**src/rtl/param_scan_mux_pkg.sv**
```systemverilog
// Shared definitions for the parametrised scanning channel multiplexer.
package param_scan_mux_pkg;

  // Operating modes; the reserved encoding behaves exactly like hold.
  typedef enum logic [1:0] {
    MODE_MANUAL = 2'b00,
    MODE_AUTO   = 2'b01,
    MODE_HOLD   = 2'b10,
    MODE_RSVD   = 2'b11
  } scan_mode_e;

endpackage : param_scan_mux_pkg

```
**src/rtl/param_scan_mux_onehot_decoder.sv**
```systemverilog
// Combinational index-to-one-hot decoder. An index at or beyond CHANNELS
// decodes to all zeros, which downstream logic treats as "no channel".
module onehot_decoder #(
  parameter int SEL_W    = 3,
  parameter int CHANNELS = 8
) (
  input  logic [SEL_W-1:0]    i_idx,
  output logic [CHANNELS-1:0] o_onehot
);

  // Compare the index against every channel number.
  always_comb begin
    // NOTE: every output gets a default before any conditional assignment,
    // so no path through the block can infer a latch.
    o_onehot = '0;
    for (int k = 0; k < CHANNELS; k++) begin
      if (i_idx == SEL_W'(k)) o_onehot[k] = 1'b1;
    end
  end

endmodule : onehot_decoder

```
**src/rtl/param_scan_mux.sv**
```systemverilog
// N:1 channel multiplexer with a registered output and valid/ready handshake.
// Manual select, round-robin auto-scan over enabled channels, and hold.
module param_scan_mux
  import param_scan_mux_pkg::*;
#(
  parameter int WIDTH    = 1,
  parameter int CHANNELS = 8,
  parameter int SEL_W    = 3
) (
  input  logic                      clk,
  input  logic                      rst_n,
  input  logic [CHANNELS*WIDTH-1:0] d_in,
  input  logic [CHANNELS-1:0]       ch_en,
  input  logic [1:0]                mode,
  input  logic [SEL_W-1:0]          sel_in,
  input  logic                      out_ready,
  output logic                      out_valid,
  output logic [WIDTH-1:0]          out_data,
  output logic [SEL_W-1:0]          out_ch,
  output logic                      scan_done
);

  // Reject inconsistent pointer width or channel count at elaboration.
  if (SEL_W != $clog2(CHANNELS)) begin : g_bad_sel_w
    $error("param_scan_mux: SEL_W must equal clog2(CHANNELS)");
  end
  if (CHANNELS < 2 || CHANNELS > 256) begin : g_bad_channels
    $error("param_scan_mux: CHANNELS must be in 2..256");
  end

  scan_mode_e          w_mode;
  logic [CHANNELS-1:0] w_ptr_oh;
  logic [CHANNELS-1:0] w_lower_mask;
  logic [CHANNELS-1:0] w_upper_en;
  logic [CHANNELS-1:0] w_cap_oh;
  logic [SEL_W-1:0]    w_up_idx;
  logic [SEL_W-1:0]    w_first_idx;
  logic [SEL_W-1:0]    w_last_idx;
  logic [SEL_W-1:0]    w_next_idx;
  logic [SEL_W-1:0]    w_cap_idx;
  logic                w_found_up;
  logic                w_any_en;
  logic                w_cap_ok;
  logic                w_slot_free;
  logic [WIDTH-1:0]    w_cap_data;

  logic                r_valid;
  logic [WIDTH-1:0]    r_data;
  logic [SEL_W-1:0]    r_ch;
  logic                r_scan_done;
  logic [SEL_W-1:0]    r_ptr;

  assign w_mode      = scan_mode_e'(mode);
  assign w_slot_free = !r_valid || out_ready;
  assign w_any_en    = |ch_en;

  // One-hot of the last auto-scanned channel, used to build the lower mask.
  onehot_decoder #(.SEL_W(SEL_W), .CHANNELS(CHANNELS)) u_ptr_dec (
    .i_idx    (r_ptr),
    .o_onehot (w_ptr_oh)
  );

  // lower_mask(ptr): bits 0..ptr set, so the masked search only sees channels above ptr.
  always_comb begin
    logic v_acc;
    v_acc        = 1'b0;
    w_lower_mask = '0;
    for (int k = CHANNELS - 1; k >= 0; k--) begin
      v_acc           = v_acc | w_ptr_oh[k];
      w_lower_mask[k] = v_acc;
    end
  end

  assign w_upper_en = ch_en & ~w_lower_mask;

  // Find-first above ptr, find-first overall (wrap fallback) and highest enabled index.
  always_comb begin
    logic v_found;
    v_found     = 1'b0;
    w_up_idx    = '0;
    w_first_idx = '0;
    w_last_idx  = '0;
    for (int k = 0; k < CHANNELS; k++) begin
      if (w_upper_en[k] && !v_found) begin
        w_up_idx = SEL_W'(k);
        v_found  = 1'b1;
      end
    end
    for (int k = CHANNELS - 1; k >= 0; k--) begin
      if (ch_en[k]) w_first_idx = SEL_W'(k);
    end
    for (int k = 0; k < CHANNELS; k++) begin
      if (ch_en[k]) w_last_idx = SEL_W'(k);
    end
    w_found_up = v_found;
  end

  assign w_next_idx = w_found_up ? w_up_idx : w_first_idx;
  assign w_cap_idx  = (w_mode == MODE_MANUAL) ? sel_in : w_next_idx;

  // One-hot of the channel that would be captured this edge.
  onehot_decoder #(.SEL_W(SEL_W), .CHANNELS(CHANNELS)) u_cap_dec (
    .i_idx    (w_cap_idx),
    .o_onehot (w_cap_oh)
  );

  // Manual selection must hit an in-range, enabled channel; auto needs any enabled channel.
  assign w_cap_ok = (w_mode == MODE_MANUAL) ? |(w_cap_oh & ch_en) : w_any_en;

  // AND-OR data select driven by the capture one-hot.
  always_comb begin
    w_cap_data = '0;
    for (int k = 0; k < CHANNELS; k++) begin
      w_cap_data = w_cap_data | (d_in[k*WIDTH +: WIDTH] & {WIDTH{w_cap_oh[k]}});
    end
  end

  // Capture register, scan pointer and handshake: only a free slot may change the output.
  always_ff @(posedge clk or negedge rst_n) begin
    if (!rst_n) begin
      r_valid     <= 1'b0;
      r_data      <= '0;
      r_ch        <= '0;
      r_scan_done <= 1'b0;
      r_ptr       <= SEL_W'(CHANNELS - 1);
    end else begin
      // NOTE: non-blocking assignments so every register samples pre-edge values.
      r_scan_done <= 1'b0;
      if (w_slot_free) begin
        unique case (w_mode)
          MODE_MANUAL: begin
            r_valid <= w_cap_ok;
            if (w_cap_ok) begin
              r_data <= w_cap_data;
              r_ch   <= sel_in;
            end
          end
          MODE_AUTO: begin
            r_valid <= w_cap_ok;
            if (w_cap_ok) begin
              r_data      <= w_cap_data;
              r_ch        <= w_next_idx;
              r_ptr       <= w_next_idx;
              r_scan_done <= (w_next_idx == w_last_idx);
            end
          end
          default: r_valid <= 1'b0;
        endcase
      end
    end
  end

  assign out_valid = r_valid;
  assign out_data  = r_data;
  assign out_ch    = r_ch;
  assign scan_done = r_scan_done;

endmodule : param_scan_mux

```
**config.mk**
```make
export PLATFORM = sky130hd
export DESIGN_NAME = param_scan_mux
export DESIGN_NICKNAME = d
export VERILOG_FILES = /design/src/rtl/param_scan_mux_pkg.sv /design/src/rtl/param_scan_mux_onehot_decoder.sv /design/src/rtl/param_scan_mux.sv
export SDC_FILE = /design/constraint.sdc
export NUM_CORES = 1
export LEC_CHECK = 0
export CAP_MARGIN = 20
export CORE_UTILIZATION = 54
export DETAILED_ROUTE_END_ITERATION = 10
export DONT_BUFFER_PORTS = 1
export GPL_TIMING_DRIVEN = 0
export HOLD_SLACK_MARGIN = 0.15
export PLACE_DENSITY = 0.69
export SLEW_MARGIN = 20
export SYNTH_ARGS = -nofsm -noshare
export SYNTH_HDL_FRONTEND = slang
export SYNTH_SLANG_ARGS = --single-unit
```
**constraint.sdc**
```tcl
create_clock -name clk -period 3.43 [get_ports clk]
set_clock_uncertainty 0.1 [all_clocks]
set_input_delay 0.686 -clock clk [delete_from_list [all_inputs] [get_ports clk]]
set_output_delay 0.686 -clock clk [all_outputs]
set_load 0.05 [all_outputs]
```
==> metrics.csv <==
metric;value;unit
Fin Setup TNS;0;ns
max cap viols;0;
chip height;47.69;µm
hold endpoint;out_valid;
mapped cell area;1127;µm²
Cell Pwr Density;938.7;nW/µm²
Worst path slowest cell;nor4_2;
CP Cell Sequence;clkbuf_2, nor4_2, o2111ai_2, a211oi_2, or2_1, buf_6, mux2i_1, a211oi_2, o21ai_4, mux2_1;
DRC violations left;0;
Reg2Reg Depth;8;
clk sinks;9;
PortBufs;0;
CP Max Fanout;8;
CTS buffer count;3;
leading cell types in the layout, fill and taps excluded;nand2_1 (13), nor2_1 (11), a21oi_1 (11);
initial antenna violation count;0;
Avg Inst Size Synth;8.229;µm²
post-route ant nets;0;
register area share after synthesis;20.31;%
Post-synth EDFFs;0;
first-pass GRT wire length;4.008;mm
Top FF cell, synth;dfrtp_1;
Final min period;3.011;ns
initial drt markers;22;
status;complete, no violations;
max-slew violations;0;
fraction of layout cells with a size suffix above 1;18.18;%
P_int;0.5349;mW
I/O pin cnt;30;
hold slack;0.5635;ns
Worst Hold Class;in2reg;
CP bufs+invs;2;
R2R Path End;out_data;
Final setup violation count;0;
syn_nets;161;
setup bufs post-CTS;0;
Async SR Flop Fraction;100.0;%
final setup margin;0.4189;ns
Area after DPL;1161;µm²
total power;1.133;mW
Wirelength per Cell;16.05;µm
WP data required;3.46;ns
largest net degree at the start of global routing;11;
Vias;1087;
hold path cells;2;
Area growth, synth to finish;7.103;%
GRT Residual Overflow;0;
CTS tree;done;
Reg clk slew, reported paths;0.05;ns
Post-DP HPWL;2.105;mm
Worst-Margin Slew;0.7029;ns
cells taking the most area after synthesis;dfrtp_1 (13%), dfstp_2 (7.0%), a21oi_1 (4.9%), mux2i_1 (4.4%), nand2_1 (4.3%);
worst reg2reg startpoint;r_ptr[1];
Sw Share;52.80;%
Top cell by count, worst path;a211oi_2;
period utilization;87.79;%
final hold vios;0;
number of H-tree levels;1;
reg2reg setup slack;0.47;ns
Reg power frac;26.9;%
Fmax;332.1;MHz
Root Driver;clkbuf_4;
Rows;16;
Critical Path End Type;register;
clock buffer depth;2;
Synth warnings;0;
Place WS;0.2153;ns
Via-to-Cell Ratio;6.394;
Critical Path Max Stage Delay;0.49;ns
clk_lat worst skew;0.25;ns
commonest non-fill, non-tap cell in the layout;nand2_1;
# fillers;190;
drt pass-1 iters;4;
placed instance count;164;
Clock Power Share;6.8;%
synthesized instance count;137;
nets;168;
cell taking the most area after synthesis;dfrtp_1;
Crit Path Class;in2reg;
diode count;0;
gr usage total;25.80;%
CP arrival;3.05;ns
post-synthesis cell type count;50;
Seq cells post-synth;9;
stages on the worst setup path;10;
gp weighted congestion;0.9239;
Max IR drop VDD;0.0006359;V
vias in the first global route;952;
Comb pwr share;66.4;%
leakage power;0.4939;nW
final instance area;1207;µm²
die area;2274;µm²
RSZ-0062 raised after global routing;no;
Synth top area share;13.32;%
Total Wirelength;2.729;mm
Die W;47.69;µm
final cell count without fillers;170;
Net Switching;0.5985;mW
Slew headroom;51.93;%
HP Start;out_ready;
core area;1962;µm²
Initial Utilization;57.46;%
final core utilization;61.54;%
startpoint types;input pin;
Crit path max-delay family;compound AO/OA/AOI/OAI gates;
## layout make-up
| cell class | instances | area, µm² | share of cell area (%) |
|---|---|---|---|
| buffer | 8 | 53.80 | 4.456 |
| clock buffer | 4 | 26.28 | 2.176 |
| inverter | 7 | 26.28 | 2.176 |
| multi-input combinational | 113 | 818.3 | 67.77 |
| sequential | 9 | 229.0 | 18.96 |
| tap | 27 | 33.78 | 2.798 |
| timing repair buffer | 2 | 20.02 | 1.658 |
## logic make-up (layout without fill, tap and decap cells)
family | count (synthesis) | after routing | share of synthesized area, %
and+or+nand+nor | 51 | 51 | 24.31
muxes | 9 | 9 | 8.435
xor gates and xnor gates | 1 | 1 | 0.7771
AOI/OAI and AO/OA | 52 | 52 | 39.07
buffers and inverters | 15 | 21 | 7.103
DFF | 9 | 9 | 20.31
## power groups by stage
stage	clock, mW	sequential [mW]	combinational [mW]
CTS	0.0801	0.305	0.740
floorplan	0	0.301	0.620
finish	0.0767	0.305	0.752
detailed placement	0	0.306	0.734
global route	0.0889	0.314	0.813
global placement	0	0.306	0.723
## state kept, by name (all words and copies together), names as in the netlist
register   cells
out_valid      1
out_ch         3
scan_done      1
r_ptr          3
out_data       1
## worst reg2reg max path: stages (launching register included)
cell and delay, ns:
dfstp_2 0.55, buf_2 0.24, nor3b_1 0.08, a2111oi_0 0.63, mux2i_1 0.20, o21ai_1 0.38, a211oi_2 0.10, o21ai_4 0.21
mux2_1 0.35
## cell usage after synthesis, drive strengths merged, types with 2 or more instances
cell	count
nor3	4
a21o	3
nand3	2
or2	2
dfstp	3
mux2	4
a311oi	2
a21oi	11
o21ai	9
nor3b	3
o21a	3
nand2b	6
buf	6
mux2i	5
nand2	13
nor2	11
o211a	2
a211oi	6
inv	7
clkbuf	2
dfrtp	6
a221oi	4
and3	3
a211o	2
o32ai	2
nor2b	3
## layer usage
| metal | global-route usage, % | share of wire, % |
|---|---|---|
| met3 | 2.642 | 6.3 |
| met5 | 0 | 0 |
| met2 | 37.84 | 43 |
| met4 | 15.56 | 2.6 |
| met1 | 36.34 | 48 |
## repair_timing
action | 4_1_cts | 5_1_grt
setup endpoints to repair | 0 | 0
endpoints found under the hold margin | 6 | 3
hold buffers | 1 | 1
gates resized for setup | 0 | 0
## worst max-delay path by stage
stage / start / to / slack (ns)
2_1_floorplan: ch_en[3] / out_ch[0] / 0.39
3_3_place_gp: ch_en[3] / out_data / 0.24
3_5_place_dp: ch_en[5] / out_data / 0.22
4_1_cts: ch_en[5] / out_data / 0.47
5_1_grt: ch_en[5] / out_data / 0.29
6_report: ch_en[5] / out_data / 0.42
No activity file was read; power rests on OpenSTA's default activity.
